--- config.mk ---
export PLATFORM = sky130hd
export DESIGN_NAME = pixel_word_pack_flat
export DESIGN_NICKNAME = d
export VERILOG_FILES = /design/src/rtl/pixel_pkg.sv /design/src/rtl/axis_if.sv /design/src/rtl/pixel_word_pack.sv /design/src/flat_wrapper.sv
export SDC_FILE = /design/constraint.sdc
export NUM_CORES = 1
export LEC_CHECK = 0
export CORE_UTILIZATION = 49
export DETAILED_ROUTE_END_ITERATION = 8
export HOLD_SLACK_MARGIN = 0.1
export PLACE_DENSITY = 0.78
export SETUP_SLACK_MARGIN = 0.5
export SLEW_MARGIN = 20
export SYNTH_ARGS = -nofsm -noshare
export SYNTH_HDL_FRONTEND = slang
export SYNTH_SLANG_ARGS = --single-unit
--- constraint.sdc ---
create_clock -name clk -period 4.1 [get_ports clk]
set_input_delay 0.82 -clock clk [delete_from_list [all_inputs] [get_ports clk]]
set_output_delay 0.82 -clock clk [all_outputs]
set_load 0.005 [all_outputs]
--- src/rtl/pixel_pkg.sv ---
// Shared pixel/word types for the output packing stage.
package pixel_pkg;

    typedef logic [7:0]  pixel_t;
    typedef logic [31:0] word_t;

    localparam int PIX_PER_WORD = 4;
    localparam int LANE_W       = 2;

endpackage

--- src/rtl/axis_if.sv ---
// Minimal AXI-stream style bundle: data, valid, ready, last.
interface axis_if #(
    parameter int W = 8
) ();

    logic [W-1:0] data;
    logic         valid;
    logic         ready;
    logic         last;

    modport master (output data, output valid, output last, input ready);
    modport slave  (input data, input valid, input last, output ready);

endinterface

--- src/rtl/pixel_word_pack.sv ---
// Packs four 8-bit pixels little-endian into a 32-bit word, closes each
// frame with last on the final word (zero-padding a partial word) and
// flags frames whose input last disagrees with the configured size.
//
// Handshake: a beat transfers on a rising clk edge where valid and ready
// are both 1. A master holds valid, data and last stable while valid=1 and
// ready=0; valid never depends combinationally on ready.
module pixel_word_pack
    import pixel_pkg::*;
#(
    parameter int IMG_W = 640,
    parameter int IMG_H = 480
) (
    input  logic   clk,
    input  logic   rst,
    axis_if.slave  axis_i,
    axis_if.master axis_o,
    output logic   frame_done,
    output logic   err
);

    localparam int N      = IMG_W * IMG_H;
    localparam int PCNT_W = (N > 1) ? $clog2(N) : 1;
    localparam logic [PCNT_W-1:0] PCNT_LAST = PCNT_W'(N - 1);
    localparam logic [LANE_W-1:0] LANE_LAST = LANE_W'(PIX_PER_WORD - 1);

    logic [LANE_W-1:0] lane_q, lane_d;
    logic [PCNT_W-1:0] pcnt_q, pcnt_d;
    word_t             acc_q, acc_d;
    word_t             out_data_q, out_data_d;
    logic              out_valid_q, out_valid_d;
    logic              out_last_q, out_last_d;
    logic              frame_done_q, frame_done_d;
    logic              err_q, err_d;

    logic  terminal;
    logic  completing;
    logic  end_of_frame;
    logic  in_ready;
    logic  in_fire;
    logic  out_fire;
    word_t merged;

    // Completion/handshake decode and the accumulator with the incoming pixel merged in.
    always_comb begin
        terminal     = (pcnt_q == PCNT_LAST);
        completing   = (lane_q == LANE_LAST) || terminal || axis_i.last;
        end_of_frame = terminal || axis_i.last;
        // Only a completing pixel needs the output register; others never stall.
        in_ready     = !out_valid_q || axis_o.ready || !completing;
        in_fire      = axis_i.valid && in_ready;
        out_fire     = out_valid_q && axis_o.ready;
        // Accumulator lanes above lane_q are always zero, so a partial word pads itself.
        merged       = acc_q;
        merged[{lane_q, 3'b000} +: 8] = pixel_t'(axis_i.data);
    end

    // Next-state for counters, accumulator, output register and status flags.
    always_comb begin
        lane_d       = lane_q;
        pcnt_d       = pcnt_q;
        acc_d        = acc_q;
        out_data_d   = out_data_q;
        out_valid_d  = out_valid_q;
        out_last_d   = out_last_q;
        err_d        = err_q;
        frame_done_d = out_fire && out_last_q;

        if (out_fire) begin
            out_valid_d = 1'b0;
        end

        if (in_fire) begin
            if (completing) begin
                // Takes priority over the drain above: accept and reload on one edge.
                out_data_d  = merged;
                out_last_d  = end_of_frame;
                out_valid_d = 1'b1;
                lane_d      = '0;
                acc_d       = '0;
            end else begin
                lane_d = lane_q + LANE_W'(1);
                acc_d  = merged;
            end

            if (end_of_frame) begin
                pcnt_d = '0;
            end else begin
                pcnt_d = pcnt_q + PCNT_W'(1);
            end

            // Short frame (early last) or long frame (no last on terminal pixel).
            if (axis_i.last != terminal) begin
                err_d = 1'b1;
            end
        end
    end

    // State registers; reset discards any partial or pending word.
    always_ff @(posedge clk or posedge rst) begin
        if (rst) begin
            lane_q       <= '0;
            pcnt_q       <= '0;
            acc_q        <= '0;
            out_data_q   <= '0;
            out_valid_q  <= 1'b0;
            out_last_q   <= 1'b0;
            frame_done_q <= 1'b0;
            err_q        <= 1'b0;
        end else begin
            lane_q       <= lane_d;
            pcnt_q       <= pcnt_d;
            acc_q        <= acc_d;
            out_data_q   <= out_data_d;
            out_valid_q  <= out_valid_d;
            out_last_q   <= out_last_d;
            frame_done_q <= frame_done_d;
            err_q        <= err_d;
        end
    end

    assign axis_i.ready = in_ready;
    assign axis_o.data  = out_data_q;
    assign axis_o.valid = out_valid_q;
    assign axis_o.last  = out_last_q;
    assign frame_done   = frame_done_q;
    assign err          = err_q;

endmodule

--- src/flat_wrapper.sv ---
// flat-port wrapper written by rule: the top's interface ports become plain ports
module pixel_word_pack_flat import pixel_pkg::*;
#(
    parameter int IMG_W = 640,
    parameter int IMG_H = 480
)
  (clk, rst, frame_done, err, axis_i_data, axis_i_valid, axis_i_last, axis_i_ready, axis_o_data, axis_o_valid, axis_o_last, axis_o_ready);
  axis_if #(.W(8)) axis_i_i ();
  axis_if #(.W(32)) axis_o_i ();
  input  logic clk;
  input  logic rst;
  output logic frame_done;
  output logic err;
  input wire logic [$bits(axis_i_i.data)-1:0] axis_i_data;
  input wire logic [$bits(axis_i_i.valid)-1:0] axis_i_valid;
  input wire logic [$bits(axis_i_i.last)-1:0] axis_i_last;
  output wire logic [$bits(axis_i_i.ready)-1:0] axis_i_ready;
  output wire logic [$bits(axis_o_i.data)-1:0] axis_o_data;
  output wire logic [$bits(axis_o_i.valid)-1:0] axis_o_valid;
  output wire logic [$bits(axis_o_i.last)-1:0] axis_o_last;
  input wire logic [$bits(axis_o_i.ready)-1:0] axis_o_ready;
  assign axis_i_i.data = axis_i_data;
  assign axis_i_i.valid = axis_i_valid;
  assign axis_i_i.last = axis_i_last;
  assign axis_i_ready = axis_i_i.ready;
  assign axis_o_data = axis_o_i.data;
  assign axis_o_valid = axis_o_i.valid;
  assign axis_o_last = axis_o_i.last;
  assign axis_o_i.ready = axis_o_ready;
  pixel_word_pack #(.IMG_W(IMG_W), .IMG_H(IMG_H)) u_core (.clk(clk), .rst(rst), .axis_i(axis_i_i), .axis_o(axis_o_i), .frame_done(frame_done), .err(err));
endmodule
## Word level (Yosys, flattened, before mapping)

Index checks and enable logic that the tools add are counted.
W data, S select, Z words.

| storage, ports and cells | value |
|---|---|
| register bits after elaboration | 89 |
| output and inout bits | 37 |

| operators by class | value |
|---|---|
| add/subtract/negate cells | 3 |
| equality and inequality tests | 3 |
| shift-type cells | 2 |
| mux-type cells | 7 |
| reductions and logical operators | 12 |

Operator list:

| kind | count |
|---|---|
| $bwmux W32 | 1 |
| $mux W32 | 1 |
| $shift A8 B7 Y32 const A | 1 |
| $shiftx A8 B7 Y32 | 1 |
| $add A19 B1 Y19 const B | 1 |
| $eq A19 B19 Y1 const B | 1 |
| $mux W19 | 1 |
| $neg A5 Y7 | 1 |
| $logic_or A1 B1 Y1 | 5 |
| $reduce_and A2 Y1 | 2 |
| $logic_and A1 B1 Y1 | 3 |
| $mux W1 | 3 |
| $add A2 B1 Y2 const B | 1 |
| $eq A2 B2 Y1 const B | 1 |
| $logic_not A1 Y1 | 2 |
| $mux W2 | 1 |
| $ne A1 B1 Y1 | 1 |

## Logic depth before layout (Yosys ltp)

| depth | value |
|---|---|
| depth in word-level cells | 7 |
| mapped depth | 11 |
| depth with buffers taken out | 10 |

## Least setup slack after synthesis

No wires, ideal clock.

| timing path | value |
|---|---|
| path type | register -> register |
| start | register u_core.pcnt_q[16] |
| end | register u_core.pcnt_q[4] |
| setup time | 0.131 ns |
| data arrival time | 2.547 ns |
| path slack | 1.421 ns |
| stages on the path, launching flop included | 12 |
| period minus slack after synthesis | 2.679 ns |
| cell sequence | dfrtp_1 > buf_6 > or4b_4 > or4_4 > nor3_4 > inv_1 > ha_1 > inv_1 > clkbuf_1 > nor2_1 > o21ai_0 > o31ai_1 |

| on the way | value |
|---|---|
| word-level cells in the longest chain between the ends | 6 |
| elaborated cells between the ends (all ways) | 8 |

RTL lines:

| item | RTL line | RTL |
|---|---|---|
| start, declared | pixel_word_pack.sv:28 | `logic [PCNT_W-1:0] pcnt_q, pcnt_d;` |
| start signal, assigned | pixel_word_pack.sv:112 | `pcnt_q <= pcnt_d;` |
| $eq A19 B19 Y1 * | pixel_word_pack.sv:46 | `terminal = (pcnt_q == PCNT_LAST);` |
| $logic_or A1 B1 Y1 (2 in a row) | pixel_word_pack.sv:47 | `completing = (lane_q == LANE_LAST) \|\| terminal \|\| axis_i.last;` |
| $logic_not A1 Y1 | pixel_word_pack.sv:50 | `in_ready = !out_valid_q \|\| axis_o.ready \|\| !completing;` |
| $logic_or A1 B1 Y1 | pixel_word_pack.sv:50 |  |
| $logic_and A1 B1 Y1 | pixel_word_pack.sv:51 | `in_fire = axis_i.valid && in_ready;` |

Mark *: on every way between the ends. The rest lies on a longest branch, timed or not.
A chain may end at the register's enable or synchronous reset.

## Final worst setup path

| timing path | value |
|---|---|
| start | register u_core.pcnt_q[0] |
| end | output port axis_i_ready |

| on the way | value |
|---|---|
| word-level cells in the longest chain between the ends | 5 |

RTL lines:

| item | RTL line | RTL |
|---|---|---|
| $eq A19 B19 Y1 | pixel_word_pack.sv:46 |  |
| $logic_or A1 B1 Y1 (2 in a row) | pixel_word_pack.sv:47 |  |
| $logic_not A1 Y1 | pixel_word_pack.sv:50 |  |
| $logic_or A1 B1 Y1 | pixel_word_pack.sv:50 |  |
| end, declared | flat_wrapper.sv:17 | `output wire logic [$bits(axis_i_i.ready)-1:0] axis_i_ready;` |

Every way passes these cells.

==> results.json <==
{
  "status": "completed",
  "crit_path_max_fanout": 7,
  "path_clk_slew_ns": 0.09,
  "syn-num-nets": 454,
  "syn_avg_cell_area_um2": 9.955,
  "cts_sinks": 89,
  "synth_area_leader_cell": "dfrtp_1",
  "cts_setup_buffers": 0,
  "rows": 33,
  "cts-root-buf": "clkbuf_8",
  "ys.warnings.count": 0,
  "p_switching_uw": 558.0,
  "drive_above_1_share_pct": 6.737,
  "rsz0062_at_grt": "false",
  "grt_pass1_vias": 3281,
  "cts_buffer_depth": 2,
  "hold_path.class": "reg2reg",
  "gp_congestion": 0.9069,
  "via_per_inst": 6.312,
  "vias": 3661,
  "synth_cell_type_count": 41,
  "core_um2": 8382,
  "grt_max_degree": 50,
  "synth_edf_count": 0,
  "die_h_um": 95.79,
  "hold_ws_ns": 0.4697,
  "ios": 50,
  "htree_levels": 3,
  "fill_cells": 720,
  "synth.top_cells.by_area": "dfrtp_1 (52%), o21ai_0 (10%), a22o_1 (6.5%)",
  "p_per_area_nw_per_um2": 393.8,
  "finalMaxSlewViolations": 0,
  "cts_hold_buf": 0,
  "synth-seq-cells": 89,
  "cts_tree": "done",
  "slew_headroom_pct": 34.43,
  "worstMarginPinSlew_ns": 0.9835,
  "die_x_um": 95.79,
  "syn_inst": 433,
  "antenna_found_initial": 0,
  "cp-start-kind": "flop",
  "fin_crit_sh_pct": 84.30,
  "fin_skew_ns": 0.01249,
  "totalWireLength_mm": 10.93,
  "finalHoldViolCount": 0,
  "dp_hpwl_mm": 7.430,
  "seqPwrFrac_pct": 48.6,
  "start_util_pct": 51.43,
  "multiInputGateArea_um2": 1926,
  "peakVddDrop_mv": 0.1604,
  "async_reset_ff_share_pct": 100.0,
  "required_ns": 3.28,
  "insertion_delay_ns": 0.35,
  "postRouteAntennaNets": 0,
  "cp-end-kind": "primary output",
  "p_clk_share_pct": 34.0,
  "min_period_ns": 3.456,
  "drc": 0,
  "drt_iter0_drc": 455,
  "p_leak_uw": 0.002184,
  "comb_power_share_pct": 17.5,
  "fin_nets": 491,
  "yosysSeqAreaShare_pct": 51.67,
  "grt_usage_pct": 25.29,
  "yosysTopAreaCellShare_pct": 51.67,
  "arrival_ns": 2.64,
  "firstDrtPassIters": 5,
  "p_int_uw": 1436,
  "setup_viol": 0,
  "ff_latch_area_um2": 2227,
  "io_buffers": 49,
  "swShare_pct": 27.98,
  "synth_common_cells": "dfrtp_1 (89), o21ai_0 (89), a21oi_1 (39), nor2b_1 (36), a22o_1 (32)",
  "area_delta_synth_final_pct": 17.50,
  "cts_inserted_buffers": 9,
  "synthesis.area_um2": 4310,
  "setup-tns-final_ns": 0,
  "antenna_cells": 0,
  "critical_path_class": "reg2out",
  "reg2reg_setup_slack_ns": 1.00,
  "dieArea_um2": 9176,
  "overflow": 0,
  "maxCapViolCount": 0,
  "avgRoutedWirePerCell_um": 18.84,
  "ys.flop_type": "dfrtp_1",
  "timing.fmax_mhz": 289.3,
  "grt_pass1_wl_mm": 17.37
}
[flip-flops by register name, indices dropped and copies added, names as in the netlist]
| signal | flops |
|---|---|
| u_core.axis_o.last | 1 |
| u_core.acc_q | 32 |
| u_core.lane_q | 2 |
| u_core.err | 1 |
| u_core.axis_o.valid | 1 |
| u_core.pcnt_q | 19 |
| u_core.frame_done | 1 |
| u_core.axis_o.data | 32 |
[cell usage in the layout (no fill, tap or decap), types with 8 or more instances in the layout]
cell	instances
clkbuf_8	10
o21ai_0	89
nand2_1	17
nand3_1	12
a21oi_1	39
dfrtp_1	89
clkdlybuf4s50_1	49
o31ai_1	10
and3_1	12
nor2b_1	36
a22o_1	32
ha_1	8
[cells by family (layout without fill, tap and decap cells)]
logic type / after synthesis / in the layout / share of synthesized area, %
AND/OR/NAND/NOR: 115 / 115 / 16.11
adder cells (fa/ha/maj): 8 / 8 / 2.322
flip-flops: 89 / 89 / 51.67
AO/OA/AOI/OAI: 187 / 187 / 26.13
buffers and inverters: 34 / 76 / 3.773
[routing by layer]
| metal | vias up | wire [µm] | track usage (%) | share of wire (%) |
|---|---|---|---|---|
| met5 | - | 0 | 0 | 0 |
| met4 | 0 | 250 | 10.07 | 2.3 |
| met3 | 32 | 812 | 3.633 | 7.4 |
| met2 | 181 | 4745 | 35.54 | 43 |
| met1 | 1781 | 5117 | 39.00 | 47 |
| li1 | 1667 | - | - | - |
[final timing paths]
path                              startpoint           endpoint  depth (start not counted)
max                         u_core.pcnt_q[0]       axis_i_ready                          6
min                               u_core.err         u_core.err                          1
max reg2reg                u_core.pcnt_q[16]   u_core.pcnt_q[6]                          9
min reg2reg                       u_core.err         u_core.err                          1
max in group asynchronous                rst   u_core.acc_q[25]                          3
min in group asynchronous                rst  u_core.pcnt_q[15]                          2
[metrics by stage]
step | instances | total power, µW | worst slack [ns] | area (µm²) | utilization (%)
floorplan | 433 | 1182 | 0.9731 | 4310 | -
global placement | 564 | 1320 | 0.7478 | 4831 | 57.64
detailed placement | 564 | 1329 | 0.6872 | 4831 | 57.64
CTS | 580 | 1998 | 0.5469 | 5060 | 60.37
global route | 580 | 2080 | 0.5667 | 5065 | 60.43
finish | 580 | 1994 | 0.6439 | 5065 | 60.43
[critical path, stage by stage (launching register included)]
cell and delay (ns):
dfrtp_1 0.43, ha_1 0.25, nand3_2 0.18, or4_1 0.61
o21ai_4 0.28, nand2b_1 0.10, clkdlybuf4s50_1 0.45
[area by class of cell]
cell class / instances / share of cell area, %
flip-flops and latches: 89 / 43.97
clock buffers: 10 / 2.717
multi-input cells: 310 / 38.02
inverters: 6 / 0.4694
well taps: 105 / 2.594
repair buffers: 54 / 10.42
clock inverters: 6 / 1.803
[power by group through the flow]
stage               registers, µW  clock network [µW]  logic [µW]
floorplan                     981                   0         201
global placement              983                   0         337
detailed placement            986                   0         343
CTS                           968                 684         346
global route                  976                 719         385
finish                        968                 677         349
[what timing repair did]
| action | in CTS | in global routing |
|---|---|---|
| endpoints found under the setup margin | 0 | 1 |
| gates resized for setup | 0 | 1 |
| endpoints found under the hold margin | 0 | 0 |
(Power assumes the default switching activity.)
